**src/rtl/muldiv_pkg.sv**
```systemverilog
// Shared encodings for the iterative multiply/divide unit: operation codes and FSM states.
package muldiv_pkg;

  localparam logic [1:0] OP_MULT  = 2'b00;
  localparam logic [1:0] OP_MULTU = 2'b01;
  localparam logic [1:0] OP_DIV   = 2'b10;
  localparam logic [1:0] OP_DIVU  = 2'b11;

  typedef enum logic [1:0] {
    ST_IDLE = 2'd0,
    ST_CALC = 2'd1,
    ST_FIX  = 2'd2
  } state_e;

endpackage

```
**src/rtl/cond_negate.sv**
```systemverilog
// Two's-complement conditional negate; purely combinational.
// Zero latency, no flow control.
module cond_negate #(
  parameter int WIDTH = 32
) (
  input  logic             i_neg,
  input  logic [WIDTH-1:0] i_val,
  output logic [WIDTH-1:0] o_val
);

  assign o_val = i_neg ? (~i_val + WIDTH'(1)) : i_val;

endmodule

```
**src/rtl/muldiv_unit.sv**
```systemverilog
// Iterative radix-2 MULT/MULTU/DIV/DIVU unit with architectural HI/LO registers.
// Latency WIDTH+1 edges from accept to HI/LO update; start and MTHI/MTLO are ignored while busy.
module muldiv_unit
  import muldiv_pkg::*;
#(
  parameter int WIDTH = 32,
  parameter int CNT_W = $clog2(WIDTH) + 1
) (
  input  logic             clk,
  input  logic             rstn,
  input  logic             start,
  input  logic [1:0]       op,
  input  logic [WIDTH-1:0] a,
  input  logic [WIDTH-1:0] b,
  input  logic             hi_we,
  input  logic             lo_we,
  input  logic [WIDTH-1:0] wdata,
  output logic             busy,
  output logic             done,
  output logic             div_by_zero,
  output logic [WIDTH-1:0] hi,
  output logic [WIDTH-1:0] lo
);

  state_e           r_state;
  state_e           w_state_nxt;
  logic [CNT_W-1:0] r_cnt;
  logic             r_is_div;
  logic             r_neg_q;
  logic             r_neg_r;
  logic             r_dbz;
  logic [WIDTH-1:0] r_acc;
  logic [WIDTH-1:0] r_q;
  logic [WIDTH-1:0] r_dvs;
  logic [WIDTH-1:0] r_hi;
  logic [WIDTH-1:0] r_lo;
  logic             r_done;
  logic             r_dbz_pulse;

  logic             w_signed;
  logic             w_sa;
  logic             w_sb;
  logic [WIDTH-1:0] w_abs_a;
  logic [WIDTH-1:0] w_abs_b;
  logic [WIDTH:0]   w_sum;
  logic [WIDTH:0]   w_shift;
  logic [WIDTH-1:0] w_diff;
  logic             w_ge;
  logic [2*WIDTH-1:0] w_prod_fix;
  logic [WIDTH-1:0] w_quo_fix;
  logic [WIDTH-1:0] w_rem_fix;

  assign w_signed = (op == OP_MULT) || (op == OP_DIV);
  assign w_sa     = w_signed & a[WIDTH-1];
  assign w_sb     = w_signed & b[WIDTH-1];

  cond_negate #(.WIDTH(WIDTH)) u_abs_a (.i_neg(w_sa), .i_val(a), .o_val(w_abs_a));
  cond_negate #(.WIDTH(WIDTH)) u_abs_b (.i_neg(w_sb), .i_val(b), .o_val(w_abs_b));

  // Multiply step adds |b| into the upper half; divide step is a restoring trial subtract.
  assign w_sum   = {1'b0, r_acc} + {1'b0, r_dvs};
  assign w_shift = {r_acc, r_q[WIDTH-1]};
  assign w_ge    = (w_shift >= {1'b0, r_dvs});
  assign w_diff  = w_shift[WIDTH-1:0] - r_dvs;

  cond_negate #(.WIDTH(2*WIDTH)) u_fix_prod (.i_neg(r_neg_q), .i_val({r_acc, r_q}), .o_val(w_prod_fix));
  cond_negate #(.WIDTH(WIDTH))   u_fix_quo  (.i_neg(r_neg_q), .i_val(r_q),          .o_val(w_quo_fix));
  cond_negate #(.WIDTH(WIDTH))   u_fix_rem  (.i_neg(r_neg_r), .i_val(r_acc),        .o_val(w_rem_fix));

  always_ff @(posedge clk or negedge rstn) begin
    if (!rstn) r_state <= ST_IDLE;
    else       r_state <= w_state_nxt;
  end

  always_comb begin
    w_state_nxt = r_state;
    case (r_state)
      ST_IDLE: if (start) w_state_nxt = ST_CALC;
      ST_CALC: if (r_cnt == CNT_W'(1)) w_state_nxt = ST_FIX;
      ST_FIX:  w_state_nxt = ST_IDLE;
      default: w_state_nxt = ST_IDLE;
    endcase
  end

  always_ff @(posedge clk or negedge rstn) begin
    if (!rstn) begin
      r_cnt       <= '0;
      r_is_div    <= 1'b0;
      r_neg_q     <= 1'b0;
      r_neg_r     <= 1'b0;
      r_dbz       <= 1'b0;
      r_acc       <= '0;
      r_q         <= '0;
      r_dvs       <= '0;
      r_hi        <= '0;
      r_lo        <= '0;
      r_done      <= 1'b0;
      r_dbz_pulse <= 1'b0;
    end else begin
      r_done      <= 1'b0;
      r_dbz_pulse <= 1'b0;
      case (r_state)
        ST_IDLE: begin
          if (hi_we) r_hi <= wdata;
          if (lo_we) r_lo <= wdata;
          if (start) begin
            r_is_div <= (op == OP_DIV) || (op == OP_DIVU);
            r_neg_q  <= w_sa ^ w_sb;
            r_neg_r  <= w_sa;
            r_dbz    <= (b == '0);
            r_acc    <= '0;
            r_q      <= w_abs_a;
            r_dvs    <= w_abs_b;
            r_cnt    <= CNT_W'(WIDTH);
          end
        end
        ST_CALC: begin
          r_cnt <= r_cnt - CNT_W'(1);
          if (r_is_div) begin
            r_acc <= w_ge ? w_diff : w_shift[WIDTH-1:0];
            r_q   <= {r_q[WIDTH-2:0], w_ge};
          end else if (r_q[0]) begin
            r_acc <= w_sum[WIDTH:1];
            r_q   <= {w_sum[0], r_q[WIDTH-1:1]};
          end else begin
            r_acc <= r_acc >> 1;
            r_q   <= {r_acc[0], r_q[WIDTH-1:1]};
          end
        end
        ST_FIX: begin
          r_done <= 1'b1;
          if (!r_is_div) begin
            {r_hi, r_lo} <= w_prod_fix;
          end else begin
            // Zero divisor leaves the dividend as remainder; quotient is forced to all ones.
            r_hi        <= w_rem_fix;
            r_lo        <= r_dbz ? '1 : w_quo_fix;
            r_dbz_pulse <= r_dbz;
          end
        end
        default: ;
      endcase
    end
  end

  assign busy        = (r_state != ST_IDLE);
  assign done        = r_done;
  assign div_by_zero = r_dbz_pulse;
  assign hi          = r_hi;
  assign lo          = r_lo;

endmodule

```
**config.mk**
```make
export PLATFORM = sky130hd
export DESIGN_NAME = muldiv_unit
export DESIGN_NICKNAME = d
export VERILOG_FILES = /design/src/rtl/muldiv_pkg.sv /design/src/rtl/cond_negate.sv /design/src/rtl/muldiv_unit.sv
export SDC_FILE = /design/constraint.sdc
export NUM_CORES = 1
export LEC_CHECK = 0
export ABC_AREA = 1
export CAP_MARGIN = 10
export CELL_PAD_IN_SITES_DETAIL_PLACEMENT = 1
export CELL_PAD_IN_SITES_GLOBAL_PLACEMENT = 2
export CORE_MARGIN = 2
export CORE_UTILIZATION = 33
export DETAILED_ROUTE_END_ITERATION = 10
export HOLD_SLACK_MARGIN = 0.08
export PLACE_DENSITY = 0.84
export SLEW_MARGIN = 10
export SYNTH_ARGS = -nofsm -noshare
export SYNTH_HDL_FRONTEND = slang
export SYNTH_SLANG_ARGS = --single-unit
```
**constraint.sdc**
```tcl
create_clock -name clk -period 7.4 [get_ports clk]
set_input_delay 2.22 -clock clk [delete_from_list [all_inputs] [get_ports clk]]
set_output_delay 2.22 -clock clk [all_outputs]
set_load 0.005 [all_outputs]
```
==> results.txt <==
- The flow ran to the end, and the final reports show no timing, DRC or antenna violations.
- For this run, the share of the core covered by cells in the final layout is 0.387.
- Dividing the detail-routed via count by the number of cells gives about 5.4.
- The share of total power dissipated in sequential elements is 0.358.
* Number of synthesized register bits: 174
- TritonCTS built the clock tree.
- The Yosys step of the flow raised 0 warnings.
* Clk sinks: roughly 170
* Minimum clock period: 4.34 ns
- Placed Instances: 3888
- For this run, the leading register cell type out of synthesis is dfrtp_1.
- Critical path start-end classification: in2reg
- Layout Skew: about 0.014 ns
* Fraction of layout instances using a drive strength above 1: 0.0375
- Cells after synthesis: just over 3000
- Routability-driven placement finished with a final weighted congestion of 0.977.
- Buffers added to address setup during post-CTS repair amount to 0.
- Area of the die: 55800 sq um
- Fmax: approximately 230 MHz
- Residual antenna-violating net count after detailed routing: 0
- Counting every net in the synthesized netlist gives between 3000 and 4000.
- Area delta synth->final: 16.5%
* Maximum clock path buffer count: 2
- On the worst path, the slowest cell contributes a delay of approximately 0.62 ns.
- Summed over all failing endpoints, the final setup total negative slack is 0 ns.
- The largest individual stage delay along the critical path comes from the cell buf_4.
* Max capacitance violation total: 0
- After clock tree synthesis, the repair step resized 0 gates.
* Post-synthesis share of cell area spent on full adders, half adders and majority gates: 0.0515
* Number of hold-repair buffers added at the cts stage: 0
- Portion of total power attributed to the clock network: 0.317
- Max transition margin: 0.269
* Number of input and output port buffers inserted: 169
- Data on the critical path arrives at its endpoint at roughly 4.7 ns.
- After detailed routing, the number of remaining DRC violations is 0.
* Overall routed net length: between 80000 and 90000 microns
* Average footprint of a synthesized cell: about 5.7 sq um
- Maximum number of pins on one net before global-route repair: 83
- OpenSTA, run right after detailed placement, puts the worst setup slack at ~2.5 ns.
- For this run the aggregate overflow at the end of global routing stands at 0.
- Sum of internal, switching and leakage power: ~3 mW
- Counting stages on the worst path, the most repeated cell is buf_4.
- Proportion of register bits with asynchronous set or reset after synthesis: 1.00
- Clock tree root driver cell: clkbuf_16
* Final net count: approximately 3400
- Startpoint types: input pin
* Number of enable flip-flop cells after synthesis: 0
- Main combinational cell family by area after synthesis: simple AND/OR/NAND/NOR gates
- The HPWL after detailed placement is 69300 microns.
* Worst EP required: between 7 and 8 ns
- Final worst-path cycle share: 0.586
- Switch Pwr: ~1.2 mW
* Number of diodes added for antenna fixing: 0
- Commonest cells after routing, fill and taps aside: 944 x nand2_1, 453 x inv_1, 331 x nand3_1
- For the worst-skew pair, the clock arrives at the later sink with an insertion delay of between 0.5 and 0.6 ns.
- After clock tree synthesis, the clock-pin slew on the worst setup and hold paths is 0.08 ns.
- Final worst-path setup slack: roughly 3 ns
- In the final routed layout, each cell accounts on average for ~22 microns.
* Area of all placed cells without fillers: approximately 21000 sq um
- Path type of the worst min-delay path: reg2reg
* Worst Hold Slack: between 0.4 and 0.5 ns
- The first global-routing pass estimated between 100000 and 150000 microns of wire.
- Of the total synthesized cell area, the portion taken by XOR and XNOR cells is 0.0143.
- For this run, the detailed router's first-pass iteration total came to 5.
- Static power due to leakage: between 10 and 15 nW
- The initial utilization of the core area, before any placement, comes to 0.332.
* Power density of the placed cells: about 140 nW/um^2
- Number of standard cells in the layout, taps in and fillers out: 3920
- Number of buffers inserted during clock tree synthesis: 17
- Initial DRC Count: 1451
* Antenna violations before repair: 2
* Number of I/O pins: 170
* GRT Total Usage: 0.307
- Worst path cell trace: clkdlybuf4s50_1 > nand2_1 > buf_4 > inv_1 > buf_4 > nor2_4 > buf_4 > nand2_1 > a21boi_0
- Core box area: around 54000 sq um
- Crit. End Element: flop
- Die Span Y: 236 microns
* Syn Std Cell Area: ~18000 sq um
* Maximum fanout encountered on the critical timing path: a little under 60
- The complex-gate fraction of the synthesized area was 0.155.
- After synthesis, the share of cell area in mux cells is 0.
* Most common library cell in the layout ignoring fill and taps: nand2_1
- Setup violations remaining at the end of the flow were counted as 0.
- The internal power of the cells totals ~1.8 mW.
* Clock H-tree levels: 4
- Die width: ~240 microns
- RSZ-0062 raised after global routing: false
- IR analysis of the VDD net gives a maximum drop of ~0.00020 V.
- Rows: 85
- Once placement finished, the instance area stood at approximately 20000 sq um.
- Pin slew with the least headroom to its limit: around 1.1 ns
- The via count of the first global-routing pass is 21200.
- Of the total power, the share spent switching nets is 0.406.
- Basic-gate share of the synthesized area counting and, or, nand and nor cells: 0.413
- Number of hold-slack violations in the final timing report: 0
* Number of max-slew violations in the final report: 0
* Distinct cell type count after synthesis: 53
- Number of vias in the routed layout: 21100
- For this run, the register share of the synthesized area comes to 0.245.
* Proportion of power drawn by combinational gates: 0.325
[power groups by stage]
stage                     logic [mW]  clock network (mW)  registers [mW]
after detailed placement       0.966                   0            1.09
after floorplan                0.580                   0            1.06
after global routing            1.08               0.993            1.08
after CTS                      0.971               0.963            1.07
after global placement         0.943                   0            1.09
final                          0.975               0.952            1.07
[final timing paths]
path	from	end	slack, ns	cells after the start
max in group asynchronous	rstn	r_is_div	4.32	2
min in group asynchronous	rstn	hi[29]	1.78	1
worst max register to register	r_acc[20]	r_acc[31]	3.97	13
worst min-delay path	r_cnt[4]	r_cnt[4]	0.50	1
worst min register to register	r_cnt[4]	r_cnt[4]	0.50	1
worst max-delay path	start	r_q[29]	3.06	9
[layout make-up]
| type | count | area (sq um) |
|---|---|---|
| fillers | 7280 | 32900 |
| multi-input cells | 2359 | 11300 |
| flip-flops and latches | 174 | 4360 |
| repair buffers | 194 | 1880 |
| inverters | 465 | 1750 |
| well taps | 696 | 871 |
| clock buffers | 17 | 425 |
| clock inverters | 15 | 148 |
[registers in the layout, indices dropped and copies added, names as in the netlist]
name / cells
r_neg_q: 1
r_neg_r: 1
lo: 32
r_cnt: 6
r_dvs: 32
r_is_div: 1
r_state: 2
done: 1
r_acc: 32
div_by_zero: 1
hi: 32
r_q: 32
r_dbz: 1
[per-layer routing]
metal,vias up,GRT usage,wire (microns),share of wire
li1,10100,-,-,-
met1,10200,0.405,39400,0.46
met2,548,0.510,39700,0.46
met3,140,0.0377,3540,0.041
met4,0,0.126,3500,0.041
met5,-,0,0,0
[Yosys cell counts (3+ instances only)]
master	n	area, sq um
o22ai_1	6	37.5
nand3b_1	16	120
inv_2	6	22.5
nor4_1	4	25.0
nand3_1	331	1660
clkbuf_1	59	221
nand2_2	5	31.3
nor2_1	322	1210
buf_6	3	33.8
nor3_1	28	140
o211ai_1	7	52.6
buf_2	21	105
buf_1	12	45.0
nand4_1	40	250
a22oi_1	11	82.6
inv_1	454	1700
a21o_1	15	113
a21oi_1	272	1360
nand2_1	944	3540
nand3_2	3	30.0
or2_2	18	113
xor2_1	19	166
clkinv_1	5	18.8
o21ai_0	169	846
dfrtp_1	174	4350
ha_1	70	876
and2_1	8	50.1
xnor2_1	10	87.6
o21ai_2	4	35.0
o21ai_1	3	15.0
nor2_2	12	75.1
o21bai_1	5	37.5
a31oi_1	10	62.6
[critical path: cells and delay by family]
family,cells,cell delay [ns]
compound gates,1,0.16
buf+inv,5,1.78
simple gates,3,0.46
[logic make-up after synthesis]
kind of cell	after synthesis
xor gates and xnor gates	29
buffers and inverters	562
and+or+nand+nor	1743
DFF	174
AOI/OAI and AO/OA	515
adders and majority gates	72
Note: power is estimated with default switching activity, not from simulation.
